--- src/rtl/drac_pkg.sv ---
// drac_pkg: shared core/cache types, including the load kind used by the response path
package drac_pkg;

    typedef enum logic [2:0] {
        LD_B  = 3'd0,
        LD_BU = 3'd1,
        LD_H  = 3'd2,
        LD_HU = 3'd3,
        LD_W  = 3'd4,
        LD_WU = 3'd5,
        LD_D  = 3'd6
    } ld_kind_t;

    // Offset bits that must be zero for a naturally aligned access of this kind
    function automatic logic [2:0] ld_align_mask(input ld_kind_t k);
        return (k == LD_B || k == LD_BU) ? 3'b000 :
               (k == LD_H || k == LD_HU) ? 3'b001 :
               (k == LD_W || k == LD_WU) ? 3'b011 : 3'b111;
    endfunction

endpackage

--- src/rtl/lagarto_dcache_resp_if.sv ---
// lagarto_dcache_resp_if: load issue, cache response and core result signals of the response adapter
interface lagarto_dcache_resp_if
    import drac_pkg::*;
#(
    parameter int DEPTH = 2,
    parameter int RD_W  = 6
);
    logic                     ld_issue_valid_i;
    ld_kind_t                 ld_issue_kind_i;
    logic [2:0]               ld_issue_offset_i;
    logic [RD_W-1:0]          ld_issue_rd_i;
    logic                     ld_issue_ready_o;
    logic                     kill_i;
    logic                     ld_resp_valid_i;
    logic [63:0]              ld_resp_data_i;
    logic                     resp_valid_o;
    logic [63:0]              resp_data_o;
    logic [RD_W-1:0]          resp_rd_o;
    logic [$clog2(DEPTH):0]   outstanding_o;
    logic                     err_o;

    modport master (
        output ld_issue_valid_i, ld_issue_kind_i, ld_issue_offset_i, ld_issue_rd_i,
        output kill_i, ld_resp_valid_i, ld_resp_data_i,
        input  ld_issue_ready_o, resp_valid_o, resp_data_o, resp_rd_o, outstanding_o, err_o
    );

    modport slave (
        input  ld_issue_valid_i, ld_issue_kind_i, ld_issue_offset_i, ld_issue_rd_i,
        input  kill_i, ld_resp_valid_i, ld_resp_data_i,
        output ld_issue_ready_o, resp_valid_o, resp_data_o, resp_rd_o, outstanding_o, err_o
    );
endinterface

--- src/rtl/lagarto_load_align.sv ---
// lagarto_load_align: extracts the addressed field of a doubleword and sign/zero-extends it
module lagarto_load_align
    import drac_pkg::*;
(
    input  ld_kind_t    i_kind,
    input  logic [2:0]  i_offset,
    input  logic [63:0] i_data,
    output logic [63:0] o_data
);
    logic [7:0]  w_b;
    logic [15:0] w_h;
    logic [31:0] w_w;

    assign w_b = i_data[{i_offset, 3'b000} +: 8];
    assign w_h = i_data[{i_offset[2:1], 4'b0000} +: 16];
    assign w_w = i_data[{i_offset[2], 5'b00000} +: 32];

    // Select field by access size, then extend by signedness
    always_comb begin
        o_data = (i_kind == LD_B)  ? {{56{w_b[7]}}, w_b}  :
                 (i_kind == LD_BU) ? {56'd0, w_b}         :
                 (i_kind == LD_H)  ? {{48{w_h[15]}}, w_h} :
                 (i_kind == LD_HU) ? {48'd0, w_h}         :
                 (i_kind == LD_W)  ? {{32{w_w[31]}}, w_w} :
                 (i_kind == LD_WU) ? {32'd0, w_w}         : i_data;
    end
endmodule

--- src/rtl/lagarto_dcache_resp_adapter.sv ---
// lagarto_dcache_resp_adapter: matches in-order cache load responses to issue metadata, drops killed loads
module lagarto_dcache_resp_adapter
    import drac_pkg::*;
#(
    parameter int DEPTH = 2,
    parameter int RD_W  = 6
) (
    input logic clk_i,
    input logic rst_i,
    lagarto_dcache_resp_if.slave bus
);
    localparam int PW = $clog2(DEPTH);
    localparam int CW = PW + 1;

    ld_kind_t         r_kind [DEPTH];
    logic [2:0]       r_off  [DEPTH];
    logic [RD_W-1:0]  r_rd   [DEPTH];
    logic [DEPTH-1:0] r_killed;
    logic [PW-1:0]    r_wp, r_rp;
    logic [CW-1:0]    r_cnt;
    logic             r_resp_valid;
    logic [63:0]      r_resp_data;
    logic [RD_W-1:0]  r_resp_rd;
    logic             r_err;

    logic        w_full, w_empty, w_push, w_pop, w_live, w_misaligned;
    logic [63:0] w_aligned;

    assign w_full       = r_cnt == CW'(DEPTH);
    assign w_empty      = r_cnt == '0;
    assign w_push       = bus.ld_issue_valid_i && !w_full;
    assign w_pop        = bus.ld_resp_valid_i && !w_empty;
    // A head popped in the kill cycle is dropped just like an already-killed one
    assign w_live       = w_pop && !(r_killed[r_rp] || bus.kill_i);
    assign w_misaligned = (bus.ld_issue_offset_i & ld_align_mask(bus.ld_issue_kind_i)) != 3'b000;

    lagarto_load_align u_align (
        .i_kind   (r_kind[r_rp]),
        .i_offset (r_off[r_rp]),
        .i_data   (bus.ld_resp_data_i),
        .o_data   (w_aligned)
    );

    // Metadata FIFO, kill marking, registered result and sticky protocol error
    always_ff @(posedge clk_i or posedge rst_i) begin
        if (rst_i) begin
            for (int i = 0; i < DEPTH; i++) begin
                r_kind[i] <= LD_B;
                r_off[i]  <= '0;
                r_rd[i]   <= '0;
            end
            r_killed     <= '0;
            r_wp         <= '0;
            r_rp         <= '0;
            r_cnt        <= '0;
            r_resp_valid <= 1'b0;
            r_resp_data  <= '0;
            r_resp_rd    <= '0;
            r_err        <= 1'b0;
        end else begin
            if (bus.kill_i) r_killed <= '1;
            if (w_push) begin
                r_kind[r_wp]   <= bus.ld_issue_kind_i;
                r_off[r_wp]    <= bus.ld_issue_offset_i;
                r_rd[r_wp]     <= bus.ld_issue_rd_i;
                r_killed[r_wp] <= bus.kill_i;
                r_wp           <= r_wp + 1'b1;
            end
            if (w_pop) r_rp <= r_rp + 1'b1;
            r_cnt        <= r_cnt + CW'(w_push) - CW'(w_pop);
            r_resp_valid <= w_live;
            if (w_live) begin
                r_resp_data <= w_aligned;
                r_resp_rd   <= r_rd[r_rp];
            end
            r_err <= r_err || (bus.ld_issue_valid_i && w_full) || (bus.ld_resp_valid_i && w_empty);
        end
    end

    assign bus.ld_issue_ready_o = !w_full;
    assign bus.resp_valid_o     = r_resp_valid;
    assign bus.resp_data_o      = r_resp_data;
    assign bus.resp_rd_o        = r_resp_rd;
    assign bus.outstanding_o    = r_cnt;
    assign bus.err_o            = r_err;

    a_issue_aligned: assert property (@(posedge clk_i) disable iff (rst_i) bus.ld_issue_valid_i |-> !w_misaligned);
endmodule

--- src/flat_wrapper.sv ---
// flat-port wrapper written by rule: the top's interface ports become plain ports
module lagarto_dcache_resp_adapter_flat import drac_pkg::*;
#(
    parameter int DEPTH = 2,
    parameter int RD_W  = 6
)
  (clk_i, rst_i, bus_ld_issue_valid_i, bus_ld_issue_kind_i, bus_ld_issue_offset_i, bus_ld_issue_rd_i, bus_kill_i, bus_ld_resp_valid_i, bus_ld_resp_data_i, bus_ld_issue_ready_o, bus_resp_valid_o, bus_resp_data_o, bus_resp_rd_o, bus_outstanding_o, bus_err_o);
  lagarto_dcache_resp_if #(.DEPTH(DEPTH), .RD_W(RD_W)) bus_i ();
  input logic clk_i;
  input logic rst_i;
  input wire logic [$bits(bus_i.ld_issue_valid_i)-1:0] bus_ld_issue_valid_i;
  input wire logic [$bits(bus_i.ld_issue_kind_i)-1:0] bus_ld_issue_kind_i;
  input wire logic [$bits(bus_i.ld_issue_offset_i)-1:0] bus_ld_issue_offset_i;
  input wire logic [$bits(bus_i.ld_issue_rd_i)-1:0] bus_ld_issue_rd_i;
  input wire logic [$bits(bus_i.kill_i)-1:0] bus_kill_i;
  input wire logic [$bits(bus_i.ld_resp_valid_i)-1:0] bus_ld_resp_valid_i;
  input wire logic [$bits(bus_i.ld_resp_data_i)-1:0] bus_ld_resp_data_i;
  output wire logic [$bits(bus_i.ld_issue_ready_o)-1:0] bus_ld_issue_ready_o;
  output wire logic [$bits(bus_i.resp_valid_o)-1:0] bus_resp_valid_o;
  output wire logic [$bits(bus_i.resp_data_o)-1:0] bus_resp_data_o;
  output wire logic [$bits(bus_i.resp_rd_o)-1:0] bus_resp_rd_o;
  output wire logic [$bits(bus_i.outstanding_o)-1:0] bus_outstanding_o;
  output wire logic [$bits(bus_i.err_o)-1:0] bus_err_o;
  assign bus_i.ld_issue_valid_i = bus_ld_issue_valid_i;
  assign bus_i.ld_issue_kind_i = bus_ld_issue_kind_i;
  assign bus_i.ld_issue_offset_i = bus_ld_issue_offset_i;
  assign bus_i.ld_issue_rd_i = bus_ld_issue_rd_i;
  assign bus_i.kill_i = bus_kill_i;
  assign bus_i.ld_resp_valid_i = bus_ld_resp_valid_i;
  assign bus_i.ld_resp_data_i = bus_ld_resp_data_i;
  assign bus_ld_issue_ready_o = bus_i.ld_issue_ready_o;
  assign bus_resp_valid_o = bus_i.resp_valid_o;
  assign bus_resp_data_o = bus_i.resp_data_o;
  assign bus_resp_rd_o = bus_i.resp_rd_o;
  assign bus_outstanding_o = bus_i.outstanding_o;
  assign bus_err_o = bus_i.err_o;
  lagarto_dcache_resp_adapter #(.DEPTH(DEPTH), .RD_W(RD_W)) u_core (.clk_i(clk_i), .rst_i(rst_i), .bus(bus_i));
endmodule
--- config.mk ---
export PLATFORM = sky130hd
export DESIGN_NAME = lagarto_dcache_resp_adapter_flat
export DESIGN_NICKNAME = d
export VERILOG_FILES = /design/src/rtl/drac_pkg.sv /design/src/rtl/lagarto_dcache_resp_if.sv /design/src/rtl/lagarto_load_align.sv /design/src/rtl/lagarto_dcache_resp_adapter.sv /design/src/flat_wrapper.sv
export SDC_FILE = /design/constraint.sdc
export NUM_CORES = 1
export LEC_CHECK = 0
export ABC_AREA = 0
export ABC_CLOCK_PERIOD_IN_PS = 3100
export CAP_MARGIN = 30
export CELL_PAD_IN_SITES_DETAIL_PLACEMENT = 1
export CELL_PAD_IN_SITES_GLOBAL_PLACEMENT = 2
export CORE_AREA = 2 2 152 154
export CTS_BUF_LIST = sky130_fd_sc_hd__clkbuf_8 sky130_fd_sc_hd__clkbuf_16
export CTS_CLUSTER_DIAMETER = 40
export DETAILED_ROUTE_END_ITERATION = 10
export DIE_AREA = 0 0 154 156
export PLACE_DENSITY = 0.81
export SLEW_MARGIN = 10
export SYNTH_ARGS = -nofsm -noshare
export SYNTH_HDL_FRONTEND = slang
export SYNTH_SLANG_ARGS = --single-unit
--- constraint.sdc ---
create_clock -name clk_i -period 3.1 [get_ports clk_i]
set_input_delay 0.62 -clock clk_i [delete_from_list [all_inputs] [get_ports clk_i]]
set_output_delay 0.62 -clock clk_i [all_outputs]
set_load 0.01 [all_outputs]
# Yosys cells after proc, flatten, opt, wreduce, memory -nomap -nowiden
# Index checks and enable logic that the tools add are counted.
[totals] elab_cells=79 output_inout_bits=75 in_bits=81 ff_bits=102
[classes] muxes=29 magnitude_cmp=6 shifts=3 bitwise=2 eq_ne=6 addsub=4 reduce_logical=15
[op_table] operator="64-bit two-way mux" n=6
[op_table] operator="64-bit by 7-bit indexed part select with 16-bit output" n=1
[op_table] operator="64-bit by 7-bit indexed part select with 32-bit output" n=1
[op_table] operator="64-bit by 7-bit indexed part select with 8-bit output" n=1
[op_table] operator="6-bit two-way mux" n=4
[op_table] operator="3-bit two-way mux" n=7
[op_table] operator="12-bit bitwise mux" n=1
[op_table] operator="6-bit bitwise mux" n=2
[op_table] operator="1-bit logical AND" n=7
[op_table] operator="6-bit demux with 1-bit select" n=1
[op_table] operator="3-bit by 2-bit == test with 1-bit output (second input constant)" n=2
[op_table] operator="3-bit == test (second input constant)" n=2
[op_table] operator="2-bit >= comparator (second input constant)" n=2
[op_table] operator="1-bit by 2-bit less-than comparator with 1-bit output (second input constant)" n=2
[op_table] operator="2-bit two-way mux" n=2
[op_table] operator="1-bit inverter with 2-bit output" n=2
[op_table] operator="3-bit demux with 1-bit select" n=1
[op_table] operator="3-bit by 1-bit == test with 1-bit output (second input constant)" n=1
[op_table] operator="1-bit zero test" n=3
[op_table] operator="3-bit zero test" n=1
[op_table] operator="1-bit logical OR" n=3
[op_table] operator="1-bit two-way mux" n=3
[op_table] operator="1-bit adder (second input constant)" n=2
[op_table] operator="2-bit by 1-bit adder with 2-bit output" n=1
[op_table] operator="other kinds (7)" n=7

# Logic depth before layout (Yosys ltp)
[logic_depth] word_depth=11 depth_mapped=10 mapped_depth_nobuf=7

# Hierarchy
# Synthesis repeated with hierarchy kept, for this count alone.
[hier_totals] hier_cells=485 area_unflattened_um2=5888.1
[by_module_without_submodules] module="lagarto_dcache_resp_adapter" seq_area_each_um2=2552.4 area_per_inst_um2=4176.5 cells_each=243 instances=1
[by_module_without_submodules] module="lagarto_load_align" seq_area_each_um2=0.0 area_per_inst_um2=1711.6 cells_each=242 instances=1

# Least setup slack after synthesis
# No wires, ideal clock.
[synth_timing] kind="input port to flip-flop" startpoint="in bus_ld_resp_valid_i" endpoint="reg u_core.r_resp_data[58], in the netlist u_core.bus.resp_data_o[58]" setup_ns=0.080 path_stages=9 t_required_ns=3.020 arrival_time_ns=2.208 path_slack_ns=0.812 n_path_buf=3 cell_sequence="o21ai_0 or3_4 clkinv_2 and2_1 buf_4 or3b_4 buf_6 buf_6 o211ai_2"
[synth_via] elab_chain_cells=2
[synth_lines] item="start, declared" line_no="flat_wrapper.sv:16" text="input wire logic [$bits(bus_i.ld_resp_valid_i)-1:0] bus_ld_resp_valid_i;"
[synth_lines] item="1-bit logical AND" line_no="lagarto_dcache_resp_adapter.sv:32" text="assign w_pop = bus.ld_resp_valid_i && !w_empty;"
[synth_lines] item="1-bit logical AND" line_no="lagarto_dcache_resp_adapter.sv:34" text="assign w_live = w_pop && !(r_killed[r_rp] || bus.kill_i);"
[synth_lines] item="end signal, assigned" line_no="lagarto_dcache_resp_adapter.sv:73" text="r_resp_data <= w_aligned;"
[synth_lines] item="end, declared" line_no="lagarto_dcache_resp_adapter.sv:22" text="logic [63:0] r_resp_data;"
# No other way between the ends.
# A chain may end at the register's enable or synchronous reset.

# Final worst setup path
[layout_timing] startpoint="in bus_ld_resp_valid_i" endpoint="reg u_core.r_resp_data[18], in the netlist u_core.bus.resp_data_o[18]"
# Same word-level chain as after synthesis.

==> impl_metrics.csv <==
group,metric,value,unit
layout,nFillCells,2577,
clock_tree,clkTransAtPathRegs,0.07,ns
clock_tree,clk-insertion-delay-late,0.37,ns
drt,postRouteWirelength,23.2,mm
placed_design,place.detailed.hpwl,17.0,mm
synthesis,mean_cell_area_of_the_mapped_netlist,9.30,um^2
clock_tree,cells_resized_by_post_cts_repair,0,
critical_path,worst-endpoint-required,3.35,ns
sta,timing.max_slew.rel_slack,50.1,%
synthesis,netlist_top_cells_area,"sky130_fd_sc_hd__dfrtp_1 43%, sky130_fd_sc_hd__nand2_1 10%, sky130_fd_sc_hd__mux2i_1 5.4%",
drt,firstDrtPassIters,4,
critical_path,worst-path-max-fanout,48,
critical_path,type_of_the_worst_setup_path,"primary input to register",
run,cap_viol_max_count,0,
critical_path,startpoint_type,"primary input",
floorplanning,io-pin-count,156,
layout,final_design_utilization,36.8,%
global_routing,vias_in_the_first_global_route,5846,
sta,final-hold-violation-count,0,
clock_tree,cts_tree,"built",
sta,hold_slack,0.487,ns
layout,antenna_cells_inserted,0,
floorplanning,num_rows,55,
layout,areaGrowthSynthToFinish,38.4,%
global_routing,grt.overflow.total,0,
placed_design,gp_congestion,0.838,
synthesis,synth_nets,722,
synthesis,synth_sequential_area_ratio,42.9,%
pwr,cellPowerDensity,1090,nW/um^2
sta,timing.final.crit_period,2.62,ns
layout,final_net_count,872,
critical_path,setup.reg_to_reg.worst_slack,0.49,ns
synthesis,synth_top_area_share,42.9,%
clock_tree,clock-sinks,102,
critical_path,end_kind,"register",
sta,fin_tns_setup,0,ns
clock_tree,cts_buffers,9,
worst_hold_path,hold_path_class,"register to register",
drt,drt_iter0_drc,288,
floorplanning,dieHeight,156,um
clock_tree,cts.htree.levels,3,
floorplanning,design.die.area,24000,um^2
synthesis,ys_warn_count,0,
clock_tree,cts_post_setup_buffers_inserted,0,
sta,highest_clock_rate,382,MHz
synthesis,number_of_instances_in_the_synthesized_netlist,639,
synthesis,ys_ff_latch,102,
critical_path,slowest_stage,"sky130_fd_sc_hd__or3b_4",
critical_path,worst_path_dominant_cell_family,"simple AND/OR/NAND/NOR gates",
run_status,outcome,"completed",
global_routing,globalRouteTotalUtil,19.6,%
critical_path,crit_path_cell_trace,"clkdlybuf4s50_1, o21ai_0, or3_4, clkinv_2, and2_1, or3b_4, o311ai_0",
floorplanning,initial_standard_cell_utilization_of_the_core,26.6,%
pwr,max-vdd-ir-drop,397,uV
synthesis,postSynth.asyncResetShare,100,%
drt,detail_route.vias_per_cell,5.21,
drt,postRouteAntennaNets,0,
synthesis,synth_most_common_cell,"sky130_fd_sc_hd__nand2_1",
sta,timing_worst_slew_pin_value,0.749,ns
drt,avgRoutedWirePerCell,21.5,um
floorplanning,design.core.area,22400,um^2
drt,num_vias,5618,
clock_tree,clock_path_buffers,2,
synthesis,synth_top_cell_by_area,"sky130_fd_sc_hd__dfrtp_1",
sta,final-max-slew-violation-count,0,
critical_path,timing.critical_path.buf_inv,2,
global_routing,grt_start_max_net_pins,50,
synthesis,synth_top_cells_by_count,"165 x sky130_fd_sc_hd__nand2_1, 102 x sky130_fd_sc_hd__dfrtp_1, 42 x sky130_fd_sc_hd__nor2_1, 32 x sky130_fd_sc_hd__mux2i_1, 31 x sky130_fd_sc_hd__o211ai_1",
placed_design,portBuffers,155,
sta,rsz0062_at_grt,"no",
synthesis,commonest_register_cell_after_synthesis,"sky130_fd_sc_hd__dfrtp_1",
layout,share_of_cells_above_drive_strength_1,15.6,%
synthesis,synth.cell_area,5940,um^2
sta,fin_crit_sh,84.5,%
critical_path,largest_incremental_delay_on_the_critical_path,0.67,ns
sta,final_skew,0.00991,ns
sta,final-setup-viol-count,0,
global_routing,first_pass_grt_wire_length,35.8,mm
synthesis,synth_cell_types,53,
critical_path,arrival,2.87,ns
synthesis,synth_enable_flop_cells,0,
clock_tree,post_cts_hold_buffer_count,0,
sta,final.setup.worst_slack,0.481,ns
placed_design,dpl_worst_slack,0.0684,ns
global_routing,initial_antenna_violation_count,0,
pwr,leakage,0.00357,uW
floorplanning,floorplan.die.width,154,um
drt,drc,0,
clock_tree,cts_root_buffer,"sky130_fd_sc_hd__clkbuf_16",
## state kept, by name (all words and copies together), names as in the netlist
name / count
u_core.bus.resp_rd_o: 6
u_core.bus.err_o: 1
u_core.r_off: 6
u_core.r_kind: 6
u_core.r_wp: 1
u_core.bus.resp_valid_o: 1
u_core.r_rp: 1
u_core.bus.outstanding_o: 2
u_core.r_rd: 12
u_core.r_killed: 2
u_core.bus.resp_data_o: 64
## cell type report
| type | instances | area [um^2] | share of cell area [%] |
|---|---|---|---|
| clock buffer | 10 | 239 | 2.90 |
| clock inverter | 6 | 76.3 | 0.928 |
| inverter | 11 | 46.3 | 0.563 |
| multi-input combinational | 479 | 3160 | 38.4 |
| sequential | 102 | 2550 | 31.0 |
| tap | 285 | 357 | 4.33 |
| timing repair buffer | 186 | 1800 | 21.8 |
## cells by family (layout without fill, tap and decap cells)
logic type | Yosys count | after routing | synth area share [%]
compound gates | 142 | 142 | 17.7
xor+xnor | 4 | 4 | 0.589
fa+ha+maj | 2 | 2 | 0.421
buf+inv | 58 | 213 | 4.46
flops | 102 | 102 | 42.9
mux | 68 | 68 | 14.0
simple gates | 263 | 263 | 19.9
## path summary, 6_finish.rpt
check | from | to | cells past startpoint
worst max-delay path | bus_ld_resp_valid_i | u_core.bus.resp_data_o[18] | 7
max in group asynchronous | rst_i | u_core.bus.resp_data_o[24] | 3
worst max register to register | u_core.r_rp | u_core.bus.resp_data_o[18] | 7
worst min-delay path | u_core.bus.err_o | u_core.bus.err_o | 1
min in group asynchronous | rst_i | u_core.r_wp | 2
worst min register to register | u_core.bus.err_o | u_core.bus.err_o | 1
## worst register-to-register path, cell delays in order, from the launching register on
cell                       delay [ns]
sky130_fd_sc_hd__dfrtp_1         0.42
sky130_fd_sc_hd__buf_4           0.23
sky130_fd_sc_hd__mux2_4          0.31
sky130_fd_sc_hd__or3_4           0.44
sky130_fd_sc_hd__clkinv_2        0.09
sky130_fd_sc_hd__and2_1          0.13
sky130_fd_sc_hd__or3b_4          0.67
sky130_fd_sc_hd__o311ai_0        0.21
## stage by stage
stage / cells / total power (uW) / area (um^2)
floorplan: 639 / 5460 / 5950
global placement: 1063 / 7680 / 7910
detailed placement: 1063 / 7760 / 7910
CTS: 1079 / 9050 / 8230
global route: 1079 / 9630 / 8230
finish: 1079 / 8970 / 8230
## cells in the final DEF, fill, tap and decap left out, types with 2 or more instances in the layout
master                            count
sky130_fd_sc_hd__nor2_1              42
sky130_fd_sc_hd__mux2i_1             29
sky130_fd_sc_hd__mux2i_4              2
sky130_fd_sc_hd__o2bb2ai_1            2
sky130_fd_sc_hd__nand2_1            165
sky130_fd_sc_hd__clkinv_4             2
sky130_fd_sc_hd__mux2_2              26
sky130_fd_sc_hd__buf_4               30
sky130_fd_sc_hd__inv_1                9
sky130_fd_sc_hd__a21oi_1              5
sky130_fd_sc_hd__a221o_1              2
sky130_fd_sc_hd__o21ai_0             21
sky130_fd_sc_hd__and2_1               7
sky130_fd_sc_hd__and3_1              10
sky130_fd_sc_hd__clkdlybuf4s50_1    155
sky130_fd_sc_hd__dfrtp_1            102
sky130_fd_sc_hd__o211ai_2             5
sky130_fd_sc_hd__o21a_1               2
sky130_fd_sc_hd__o22ai_1              7
sky130_fd_sc_hd__mux4_2               9
sky130_fd_sc_hd__o211ai_1            31
sky130_fd_sc_hd__a311oi_1             5
sky130_fd_sc_hd__nor2b_1              2
sky130_fd_sc_hd__o21bai_1             3
sky130_fd_sc_hd__o22a_1               8
sky130_fd_sc_hd__nand2b_1             4
sky130_fd_sc_hd__nand3_1             12
sky130_fd_sc_hd__nor3b_1              2
sky130_fd_sc_hd__clkbuf_16            9
sky130_fd_sc_hd__inv_6                2
sky130_fd_sc_hd__ha_1                 2
sky130_fd_sc_hd__a31oi_1             13
sky130_fd_sc_hd__xnor2_1              4
sky130_fd_sc_hd__a31o_2              14
sky130_fd_sc_hd__a211oi_1            11
sky130_fd_sc_hd__nand3_2             13
sky130_fd_sc_hd__a22oi_1              3
## power by group
group / internal (uW) / switching, uW / leakage, uW
Clock: 664 / 587 / 0.000156
Combinational: 2510 / 2740 / 0.00216
Sequential: 1970 / 505 / 0.00125
## metal layers
metal | vias up | part of all wire [%] | GRT usage [%] | routed length [um]
met3 | 34 | 5.9 | 3.83 | 1370
li1 | 2575 | - | - | -
met5 | - | 0 | 0 | 0
met1 | 2812 | 44 | 25.6 | 10200
met4 | 0 | 3.4 | 8.54 | 782
met2 | 197 | 47 | 31.8 | 10900
(Power assumes the default switching activity.)
